File: src/rtl/matrix_mult_pkg.sv
// Shared types and helpers for the matrix-mult wrapper and its SRAM loader.
package matrix_mult_pkg;

    typedef enum logic [1:0] {
        IDLE    = 2'd0,
        COLLECT = 2'd1,
        WRITE   = 2'd2,
        DONE    = 2'd3
    } mem_loader_state_e;

    // Number of stream beats that make up one memory word.
    function automatic int unsigned loader_beats(input int unsigned width,
                                                 input int unsigned lanes,
                                                 input int unsigned driver_width);
        return (width * lanes) / driver_width;
    endfunction

    // True when the beat width packs exactly into a memory word.
    function automatic bit loader_cfg_ok(input int unsigned width,
                                         input int unsigned lanes,
                                         input int unsigned driver_width);
        return (driver_width != 0) && (((width * lanes) % driver_width) == 0);
    endfunction

endpackage

File: src/rtl/mem_loader_deser.sv
// Beat-to-word assembler: BEATS slots plus a beat counter, beat 0 in the LSBs.
module mem_loader_deser
    import matrix_mult_pkg::*;
#(
    parameter int unsigned DRIVER_WIDTH = 8,
    parameter int unsigned BEATS        = 4
) (
    input  logic                            clk_i,
    input  logic                            rstn_async_i,
    input  logic                            clear,
    input  logic                            push,
    input  logic [DRIVER_WIDTH-1:0]         data,
    output logic                            full_c,
    output logic [DRIVER_WIDTH*BEATS-1:0]   word_c
);

    localparam int unsigned DATA_W = DRIVER_WIDTH * BEATS;
    localparam int unsigned BW     = (BEATS > 1) ? $clog2(BEATS) : 1;

    logic [BW-1:0]     beat_cnt;
    logic [DATA_W-1:0] slots;

    // The next push completes the word.
    assign full_c = (beat_cnt == BW'(BEATS - 1));

    // Stored slots with the incoming beat overlaid on its slot.
    always_comb begin
        word_c = slots;
        for (int unsigned i = 0; i < BEATS; i++) begin
            if (beat_cnt == BW'(i)) begin
                word_c[i*DRIVER_WIDTH +: DRIVER_WIDTH] = data;
            end
        end
    end

    // Slot storage and beat counter.
    always_ff @(posedge clk_i or negedge rstn_async_i) begin
        if (!rstn_async_i) begin
            beat_cnt <= '0;
            slots    <= '0;
        end else if (clear) begin
            beat_cnt <= '0;
            slots    <= '0;
        end else if (push) begin
            slots    <= word_c;
            beat_cnt <= full_c ? '0 : beat_cnt + BW'(1);
        end
    end

endmodule

File: src/rtl/mem_loader.sv
// Stream-to-SRAM loader: packs narrow beats into words and writes them at consecutive addresses.
module mem_loader
    import matrix_mult_pkg::*;
#(
    parameter int unsigned WIDTH        = 8,
    parameter int unsigned LANES        = 4,
    parameter int unsigned DRIVER_WIDTH = 8,
    parameter int unsigned SIZE         = 256
) (
    input  logic                       clk_i,
    input  logic                       rstn_async_i,
    input  logic                       start_i,
    input  logic [$clog2(SIZE)-1:0]    base_addr_i,
    input  logic [$clog2(SIZE):0]      num_words_i,
    input  logic [DRIVER_WIDTH-1:0]    s_data_i,
    input  logic                       s_valid_i,
    output logic                       s_ready_o,
    output logic                       mem_cenb_o,
    output logic                       mem_wenb_o,
    output logic [$clog2(SIZE)-1:0]    mem_addr_o,
    output logic [LANES*WIDTH-1:0]     mem_d_o,
    output logic                       busy_o,
    output logic                       done_o
);

    localparam int unsigned DATA_W = LANES * WIDTH;
    localparam int unsigned BEATS  = loader_beats(WIDTH, LANES, DRIVER_WIDTH);
    localparam int unsigned AW     = $clog2(SIZE);
    localparam int unsigned NW     = AW + 1;
    localparam bit          CFG_OK = loader_cfg_ok(WIDTH, LANES, DRIVER_WIDTH);

    if (!CFG_OK) begin : g_cfg_check
        $error("mem_loader: DRIVER_WIDTH must divide LANES*WIDTH");
    end

    mem_loader_state_e state, state_d;
    logic [AW-1:0]     wr_addr, wr_addr_d;
    logic [NW-1:0]     num_words, num_words_d;
    logic [NW-1:0]     word_cnt, word_cnt_d;
    logic [AW-1:0]     addr_d;
    logic [DATA_W-1:0] data_d;
    logic              clear, push, full_c;
    logic [DATA_W-1:0] word_c;

    mem_loader_deser #(
        .DRIVER_WIDTH (DRIVER_WIDTH),
        .BEATS        (BEATS)
    ) u_deser (
        .clk_i        (clk_i),
        .rstn_async_i (rstn_async_i),
        .clear        (clear),
        .push         (push),
        .data         (s_data_i),
        .full_c       (full_c),
        .word_c       (word_c)
    );

    // Next state, config latching, word/address progress and memory port values.
    always_comb begin
        state_d     = state;
        clear       = 1'b0;
        push        = 1'b0;
        wr_addr_d   = wr_addr;
        num_words_d = num_words;
        word_cnt_d  = word_cnt;
        addr_d      = mem_addr_o;
        data_d      = mem_d_o;
        case (state)
            IDLE: begin
                if (start_i) begin
                    clear       = 1'b1;
                    wr_addr_d   = base_addr_i;
                    num_words_d = (num_words_i > NW'(SIZE)) ? NW'(SIZE) : num_words_i;
                    word_cnt_d  = '0;
                    state_d     = (num_words_i == '0) ? DONE : COLLECT;
                end
            end
            COLLECT: begin
                if (s_valid_i && s_ready_o) begin
                    push = 1'b1;
                    if (full_c) begin
                        state_d   = WRITE;
                        addr_d    = wr_addr;
                        data_d    = word_c;
                        wr_addr_d = (wr_addr == AW'(SIZE - 1)) ? '0 : wr_addr + AW'(1);
                    end
                end
            end
            WRITE: begin
                word_cnt_d = word_cnt + NW'(1);
                state_d    = (word_cnt_d == num_words) ? DONE : COLLECT;
            end
            DONE: begin
                state_d = IDLE;
            end
            default: begin
                state_d = IDLE;
            end
        endcase
    end

    // State, progress and registered outputs derived from the next state.
    always_ff @(posedge clk_i or negedge rstn_async_i) begin
        if (!rstn_async_i) begin
            state      <= IDLE;
            wr_addr    <= '0;
            num_words  <= '0;
            word_cnt   <= '0;
            s_ready_o  <= 1'b0;
            mem_cenb_o <= 1'b1;
            mem_wenb_o <= 1'b1;
            mem_addr_o <= '0;
            mem_d_o    <= '0;
            busy_o     <= 1'b0;
            done_o     <= 1'b0;
        end else begin
            state      <= state_d;
            wr_addr    <= wr_addr_d;
            num_words  <= num_words_d;
            word_cnt   <= word_cnt_d;
            s_ready_o  <= (state_d == COLLECT);
            mem_cenb_o <= (state_d != WRITE);
            mem_wenb_o <= (state_d != WRITE);
            mem_addr_o <= addr_d;
            mem_d_o    <= data_d;
            busy_o     <= (state_d != IDLE);
            done_o     <= (state_d == DONE);
        end
    end

endmodule

File: config.mk
export PLATFORM = sky130hd
export DESIGN_NAME = mem_loader
export DESIGN_NICKNAME = d
export VERILOG_FILES = /design/src/rtl/matrix_mult_pkg.sv /design/src/rtl/mem_loader_deser.sv /design/src/rtl/mem_loader.sv
export SDC_FILE = /design/constraint.sdc
export NUM_CORES = 1
export LEC_CHECK = 0
export CAP_MARGIN = 25
export CORE_AREA = 2 2 120 122
export DETAILED_ROUTE_END_ITERATION = 7
export DIE_AREA = 0 0 122 124
export SLEW_MARGIN = 5
export SYNTH_ARGS = -nofsm -noshare
export SYNTH_HDL_FRONTEND = slang
export SYNTH_SLANG_ARGS = --single-unit
File: constraint.sdc
create_clock -name clk_i -period 2.4 [get_ports clk_i]
set_input_delay 0.48 -clock clk_i [delete_from_list [all_inputs] [get_ports clk_i]]
set_output_delay 0.48 -clock clk_i [all_outputs]
set_load 0.005 [all_outputs]
==> flow_summary.yaml <==
outcome:
  status: "finished clean"
detailed_routing:
  wl_per_cell_microns: 15.01
  routed_via_density: 4.857
  firstDrtPassIters: 4
  drc: 0
  vias: 3711
  antenna_left: 0
  dr.first_iter.drc_count: 203
  drt_wl_total_microns: 11470
final_layout:
  fin_util_pct: 43.27
  drive_gt1_share_pct: 6.849
  diodes: 0
  nNetsFinal: 614
  area_growth_pct: 25.20
  mostFrequentLayoutCell: "nand2_1"
  layout_common_cells: "151 x nand2_1, 97 x dfrtp_1, 72 x clkdlybuf4s50_1, 66 x o21ai_0, 27 x mux2i_1"
  fin_area_sq_mm: 0.005937
sta:
  slew_headroom_pct: 59.72
  finClkSkew_ns: 0.007292
  rsz0062_at_grt: "no"
  post-route-min-period_ns: 2.164
  setup_viol: 0
  tightest_slew_ns: 0.6043
  tns_ns: 0
  max_freq_mhz: 462.1
  finalHoldViolCount: 0
  min_period_over_period_pct: 90.17
  holdWs_ns: 0.1331
  maxSlewViolCount: 0
logic_synthesis:
  netlist_area_sq_mm: 0.004742
  synthFlopType: "dfrtp_1"
  synth_nets: 559
  ys_ff_latch: 98
  yosysWarnings: 0
  synth_async_sr_flop_share_pct: 100.0
  synthTopCellsByArea: "dfrtp_1 51%, nand2_1 12%, o21ai_0 7.0%, mux2i_1 5.7%, a21oi_1 1.8%"
  synth_cell_types: 53
  synth_top_area_share_pct: 51.19
  synth_seq_area_share_pct: 51.74
  synthCells: 524
  yosysTopAreaCell: "dfrtp_1"
  synth_edf_count: 0
  syn_area_per_cell_sq_um: 9.050
flow_run:
  cap_violations: 0
power_and_ir_drop:
  peakVddDrop_mv: 0.4968
  power.leakage_uw: 0.002616
  cellPowerDensity_mw_per_mm2: 1160
  power_uw: 6885
floorplan:
  dieHeight_microns: 124
  core_area_sq_mm: 0.01372
  rows: 43
  die_w_microns: 122
  start_util_pct: 34.56
  pin_count: 74
  die_area_sq_mm: 0.01513
placed_design:
  io_buffers: 73
  place_congestion: 0.8677
  post-dp-hpwl_microns: 8196
  placed_area_sq_mm: 0.005587
global_route:
  grt.overflow.total: 0
  grt_pass1_wl_microns: 19000
  grt_use_total_pct: 16.23
  antenna_found_initial: 0
  grt_max_degree: 66
  grt_pass1_vias: 3759
setup_path:
  critPathMaxFanout: 8
  crit_arrival_ns: 2.40
  worstPathRequired_ns: 2.64
  path_class: "flop to flop"
  endpoint_kind: "flop"
  start_kind: "flop"
clock_network:
  clk_pin_slew_ns: 0.07
  post_cts_buffers: 0
  cts_sinks: 98
  cts_buffers: 9
  hold_buffers: 0
  clock_latency_ns: 0.35
  cts_resized: 0
  cts_max_level: 3
  clockBufferDepth: 2
  cts_tree: "yes"
  cts-root-buf: "clkbuf_16"
worst_hold_path:
  hp-class: "input port to async pin"
area by class of cell:
cell class | instances | area (sq um)
fill | 1347 | 7782
tap | 180 | 225.2
clock buffer | 10 | 239.0
sequential | 98 | 2454
timing repair buffer | 86 | 850.8
inverter | 8 | 30.03
clock inverter | 6 | 111.4
multi-input combinational | 376 | 2027
flip-flops by register name, indices dropped and copies added, names as in the netlist, 2 cells and up:
register / count
wr_addr: 8
mem_d_o: 32
num_words: 9
u_deser.slots: 24
word_cnt: 9
state: 2
mem_addr_o: 8
u_deser.beat_cnt: 2
cell usage after synthesis (2+ instances only):
cell type and number:
a21oi_1 17, a31oi_1 5, and2_1 5, and3_1 4, and4_1 2, buf_1 2
buf_2 8, buf_4 3, buf_6 7, clkbuf_1 22, dfrtp_1 97, ha_1 6
inv_1 7, mux2i_1 27, nand2_1 151, nand2b_1 8, nand3_1 6, nand3b_1 2
nand4_1 4, nor2_1 17, nor2b_1 6, nor3_1 4, nor3b_1 2, nor4_1 3
o211ai_1 2, o21ai_0 66, o21ai_1 8, xnor2_1 7, xor2_1 2
critical path, stage by stage (launching register included):
cell       delay, ns
dfrtp_1         0.49
ha_1            0.35
nand4_1         0.16
or3_1           0.39
a211oi_2        0.22
o2111ai_1       0.22
and3_1          0.24
where the power goes:
group / leakage, uW / total, uW / switching (uW) / internal (uW)
sequential: 0.00128 / 2780 / 503 / 2270
combinational: 0.00117 / 2420 / 1150 / 1270
clock: 0.000169 / 1680 / 635 / 1050
total: 0.00262 / 6890 / 2290 / 4600
layer usage:
layer | vias up | track usage [%] | part of all wire, %
met3 | 14 | 3.434 | 3.4
met1 | 1777 | 21.94 | 47
li1 | 1853 | - | -
met5 | - | 0 | 0
met4 | 0 | 5.316 | 1.5
met2 | 67 | 26.08 | 49
cell families (layout without fill, tap and decap cells):
group                      count (synthesis)  in the layout  synth area share (%)
muxes                                     28             28                 5.937
xor gates and xnor gates                   9              9                 1.662
AOI/OAI and AO/OA                        111            111                 12.90
DFF                                       98             98                 51.74
adders and majority gates                  6              6                 1.583
and+or+nand+nor                          222            222                 20.66
buffers and inverters                     50            110                 5.515
through the flow:
step / worst slack [ns] / instances
floorplan: 0.5572 / 524
global placement: 0.2988 / 748
detailed placement: 0.2511 / 748
CTS: 0.2519 / 764
global route: 0.1163 / 764
finish: 0.2360 / 764
path summary, 6_finish.rpt:
| kind | startpoint | end | slack [ns] | cells after the start |
|---|---|---|---|---|
| max | word_cnt[0]$_DFFE_PN0P_ | s_ready_o$_DFF_PN0_ | 0.24 | 6 |
| min | rstn_async_i | num_words[5]$_DFFE_PN0P_ | 0.13 | 1 |
| max reg2reg | word_cnt[0]$_DFFE_PN0P_ | s_ready_o$_DFF_PN0_ | 0.24 | 6 |
| min reg2reg | mem_d_o[30]$_DFFE_PN0P_ | mem_d_o[30]$_DFFE_PN0P_ | 0.48 | 2 |
| max in group asynchronous | rstn_async_i | u_deser.slots[6]$_DFFE_PN0P_ | 1.57 | 2 |
| min in group clk_i | mem_d_o[30]$_DFFE_PN0P_ | mem_d_o[30]$_DFFE_PN0P_ | 0.48 | 2 |
Note: power is estimated with default switching activity, not from simulation.
==> patch 1: new RTL, config.mk and constraints unchanged <==
Reset style: synchronous (`rstn_async_i`), changed in 2 clocked blocks.
--- a/src/rtl/mem_loader_deser.sv
+++ b/src/rtl/mem_loader_deser.sv
@@ -34,7 +34,7 @@
     end
 
     // Slot storage and beat counter.
-    always_ff @(posedge clk_i or negedge rstn_async_i) begin
+    always_ff @(posedge clk_i) begin
         if (!rstn_async_i) begin
             beat_cnt <= '0;
             slots    <= '0;
--- a/src/rtl/mem_loader.sv
+++ b/src/rtl/mem_loader.sv
@@ -100,7 +100,7 @@
     end
 
     // State, progress and registered outputs derived from the next state.
-    always_ff @(posedge clk_i or negedge rstn_async_i) begin
+    always_ff @(posedge clk_i) begin
         if (!rstn_async_i) begin
             state      <= IDLE;
             wr_addr    <= '0;
Formal check against the unedited RTL: differs if rstn_async_i is asserted again (counterexample within 4 cycles, from zero or initial values and one cycle with rstn_async_i low); with rstn_async_i held inactive, the same outputs for 10 cycles.
==> patch 1 against the unedited design <==
Final area is 6.8% lower. Wire length is 3.5% lower. Synthesized area is 7.8% lower. Die area stayed put. Sequential cell count stayed put. Critical path type unchanged. Worst setup slack better by 0.19 ns. Maximum frequency is 9.5% higher. Via count is 1.1% higher. Hold slack better by 0.32 ns. Global-route usage is 1.2 points lower.
Power is not compared: it rests on default switching activity, and its combinational part moved more than twofold at a synthesized area within 25%.
==> patch 1: results <==
group,metric,value,unit
outcome,outcome,"complete, no violations",
finish,non_clock_inverter_count,4,
global_routing,gr-usage-met1,0.1867,
global_routing,maximum_number_of_pins_on_one_net_before_global_route_repair,41,
critical_path,critical_path_arrival,2.21,ns
sta,fmax,506.2,MHz
sta,clock-skew-final,0.008429,ns
placement,dp_hpwl,7.831,mm
finish,syn_to_final_growth,26.56,%
sta,worst-slew-pin-transition,0.7451,ns
route,route.top_layer_used,"met4",
route,met3_length,486,um
finish,multi_input_area,0.002197,mm2
cts,cts_resized,0,
global_routing,globalRouteMet3Util,0.04258,
synth,yosys-top-cells-count,"dfxtp_1 (98), nand2_1 (78), a21oi_1 (62)",
global_routing,grt_pass1_wl,17.87,mm
critical_path,worstReg2RegStart,"word_cnt[0]$_SDFFE_PN0P_",
placement,dp_worst_setup_slack,0.2413,ns
critical_path,critical_path.max_stage_delay,0.45,ns
route,via_per_inst,4.968,
finish,n_fill_cell,1404,
synth,sequential_cell_area_fraction_in_the_yosys_report,0.4488,
finish,nonClkBufAreaFrac,0.1502,
global_routing,grtUsageTotal,0.1504,
synth,post_synth.cell_area_avg,8.522,um2
finish,clock_buffers,11,
finish,fin_nets,605,
finish,area.share.sequential,0.3546,
worst_hold_path,worst_hold_check_path_type,"reg -> reg",
synth,postSynthNetCount,548,
synth,synth_cell_types,51,
placement,dpl_cell_area,0.005230,mm2
critical_path,capture_instance_of_the_worst_register_to_register_path,"mem_wenb_o$_SDFF_PN1_",
route,avgRoutedWirePerCell,14.66,um
sta,worst_hold_slack,0.4544,ns
finish,layout.area.seq,0.001962,mm2
global_routing,antenna_violations_before_repair,0,
finish,stdcell_count,755,
critical_path,ff2ff_setup_slack,0.42,ns
critical_path,cpLargestDelayFamily,"compound AO/OA/AOI/OAI gates",
synth,synth_flop_cell,"dfxtp_1",
placement,routabilityCongestion,0.8589,
critical_path,r2r.worst_path.cells,6,
critical_path,cpMaxStageDelayCell,"dfxtp_1",
finish,num-nonclk-buffers,83,
route,met1Wirelength,4.975,mm
critical_path,cp-startpoint,"word_cnt[0]$_SDFFE_PN0P_",
global_routing,via_count_of_the_first_global_routing_pass,3584,
placement,post-place-cells,739,
route,detailedRoute.firstIterationViolations,268,
finish,layout.clock.cell_area_share,0.05473,
critical_path,critPathMaxFanout,7,
finish,fraction_of_final_layout_cells_with_drive_strength_greater_than_1,0.06435,
route,detailroute.wirelength.met2,5.547,mm
synth,synth_top_cells_by_area,"dfxtp_1 (45%), a21oi_1 (7.1%), nand2_1 (6.7%)",
finish,comb.multi_input.count,374,
## patch 1: cell types whose count changed after synthesis, moves of 5 or more
| cell | delta |
|---|---|
| buf_4 | +5 |
| nor2_1 | +29 |
| a211oi_1 | +26 |
| nand2_1 | -73 |
| o21ai_1 | -7 |
| clkbuf_1 | -8 |
| a22o_1 | +6 |
| a21oi_1 | +45 |
| o21ai_0 | -52 |
| dfrtp_1 | -97 |
| nand3_1 | +26 |
| dfxtp_1 | +98 |
| buf_6 | -5 |
## patch 1: kinds of logic (layout without fill, tap and decap cells)
family / Yosys count / after routing / synth area share
xor+xnor: 11 / 11 / 0.02204
simple gates: 195 / 195 / 0.2064
buf+inv: 41 / 103 / 0.04894
compound gates: 134 / 134 / 0.1923
fa+ha+maj: 6 / 6 / 0.01717
mux: 28 / 28 / 0.06440
flops: 98 / 98 / 0.4488
## patch 1: tightest hold or removal path, stage by stage (launching register included)
cell and delay, ns:
dfxtp_1 0.31, nand2_1 0.05, a21oi_1 0.05
==> patch 2: new RTL, config.mk and constraints unchanged <==
Without the edit above. `SIZE`: 256 -> 512.
--- a/src/rtl/mem_loader.sv
+++ b/src/rtl/mem_loader.sv
@@ -5,7 +5,7 @@
     parameter int unsigned WIDTH        = 8,
     parameter int unsigned LANES        = 4,
     parameter int unsigned DRIVER_WIDTH = 8,
-    parameter int unsigned SIZE         = 256
+    parameter int unsigned SIZE         = 512
 ) (
     input  logic                       clk_i,
     input  logic                       rstn_async_i,
Ports: changed (resized base_addr_i, mem_addr_o and num_words_i); port bits go from 74 to 77. No check against the original RTL was run, so the function may have changed too.
==> patch 2 against the unedited design <==
Synthesized area is 3.8% higher. Critical endpoint is now wr_addr[5]$_DFFE_PN0P_. Sequential cell count rose by 4. Clock skew increased by 0.0013 ns. Wire length down 3.2%. Final area is 3.3% higher. Highest routed layer unchanged. Critical path depth up 3. Total power shrank 3.1%. Worst setup slack got worse by 0.00086 ns.
==> patch 2: results <==
group,metric,value,unit
synth,share_of_the_synthesized_netlist_area_taken_by_xor_and_xnor_gates,0.02314,
route,route.final.wire_length,11.10,mm
global_routing,grt_pass1_wl,18.40,mm
synth,postSynthNetCount,571,
global_routing,grtUsageTotal,0.1570,
global_routing,via_count_of_the_first_global_routing_pass,3756,
synth,synth_warnings,0,
route,detailedRoute.firstIterationViolations,160,
sta,worst_hold_slack,0.1932,ns
critical_path,r2r.worst_path.cells,9,
sta,clock-skew-final,0.008617,ns
placement,routabilityCongestion,0.8882,
synth,synth_cell_types,48,
synth,sequential_cell_area_fraction_in_the_yosys_report,0.5189,
global_routing,maximum_number_of_pins_on_one_net_before_global_route_repair,103,
critical_path,capture_instance_of_the_worst_register_to_register_path,"wr_addr[5]$_DFFE_PN0P_",
critical_path,critPathMaxFanout,9,
placement,dp_worst_setup_slack,0.03996,ns
critical_path,critical_path.max_stage_delay,0.42,ns
synth,yosys-top-cells-count,"nand2_1 (145), dfrtp_1 (101), o21ai_0 (75)",
synth,synth_compound_gate_area_share,0.1325,
placement,dp_hpwl,7.891,mm
placement,dpl_cell_area,0.005822,mm2
placement,io_buffers,76,
synth,synth_top_cells_by_area,"dfrtp_1 (51%), nand2_1 (11%), o21ai_0 (7.6%)",
synth,post_synth_fa_ha_maj_area_fraction,0.01780,
critical_path,critical_path_arrival,2.43,ns
route,avgRoutedWirePerCell,14.35,um
placement,post-place-cells,758,
critical_path,cpMaxStageDelayCell,"dfrtp_1",
finish,reg_top3,"mem_d_o: 32 flops, u_deser.slots: 24 flops",
power_and_ir_drop,max-vdd-ir-drop,430.8,uV
synth,post_synth.cell_area_avg,9.233,um2
critical_path,ff2ff_setup_slack,0.24,ns
synth,synth_mux_area_frac,0.06890,
synth,synth_flop_cell,"dfrtp_1",
finish,fin_nets,627,
outcome,outcome,"complete, no violations",
power_and_ir_drop,power.static_leakage,0.002736,uW
route,via_per_inst,4.902,
cts,cts_buffer_depth,2,
sta,worst-slew-pin-transition,0.9056,ns
finish,n_antenna_cell,0,
cts,clkSlewWorstSetupHoldPaths,0.07,ns
cts,ctsHtreeMaxLevel,3,
finish,fraction_of_final_layout_cells_with_drive_strength_greater_than_1,0.08249,
global_routing,antenna_violations_before_repair,0,
critical_path,worstReg2RegStart,"wr_addr[0]$_DFFE_PN0P_",
power_and_ir_drop,switching_power_total,2226,uW
finish,top_register,"mem_d_o",
cts,post_cts.repair.setup_buffers,0,
## patch 2: layout make-up
type,instances,area [um2]
Inverter,7,26.28
Clock buffer,11,242.7
Timing Repair Buffer,89,868.3
Fill cell,1348,7586
Clock inverter,5,58.81
Tap cell,180,225.2
Sequential cell,102,2554
Multi-Input combinational cell,380,2158
## patch 2: worst max path at each step
stage                           startpoint                      to  slack (ns)  depth (start not counted)
finish              wr_addr[0]$_DFFE_PN0P_  wr_addr[5]$_DFFE_PN0P_        0.24                          9
global route        wr_addr[0]$_DFFE_PN0P_  wr_addr[5]$_DFFE_PN0P_        0.04                          9
CTS                 wr_addr[0]$_DFFE_PN0P_  wr_addr[5]$_DFFE_PN0P_        0.08                          9
detailed placement               s_valid_i  mem_d_o[2]$_DFFE_PN0P_        0.04                          5
global placement                 s_valid_i  mem_d_o[1]$_DFFE_PN0P_         0.1                          5
floorplan           wr_addr[0]$_DFFE_PN0P_  wr_addr[5]$_DFFE_PN0P_        0.34                         10
## patch 2: power by group through the flow
stage	registers, uW	logic, uW	clock network (uW)
2_1_floorplan	2740	1360	0
3_3_place_gp	2810	2370	0
3_5_place_dp	2830	2440	0
4_1_cts	2790	2450	1520
5_1_grt	2880	2750	1590
6_report	2780	2420	1470
## patch 2: routing by layer
layer | vias up | wire length, um | part of all wire | GRT usage
li1 | 1885 | - | - | -
met1 | 1810 | 5112 | 0.46 | 0.2073
met2 | 86 | 5211 | 0.47 | 0.2538
met3 | 13 | 572 | 0.052 | 0.03342
met4 | 0 | 207 | 0.019 | 0.06034
met5 | - | 0 | 0 | 0
## patch 2: timing repair
item                                    in CTS  in global routing
hold buffers                                 0                  0
gates resized for setup                      0                  3
endpoints found under the setup margin       0                  6
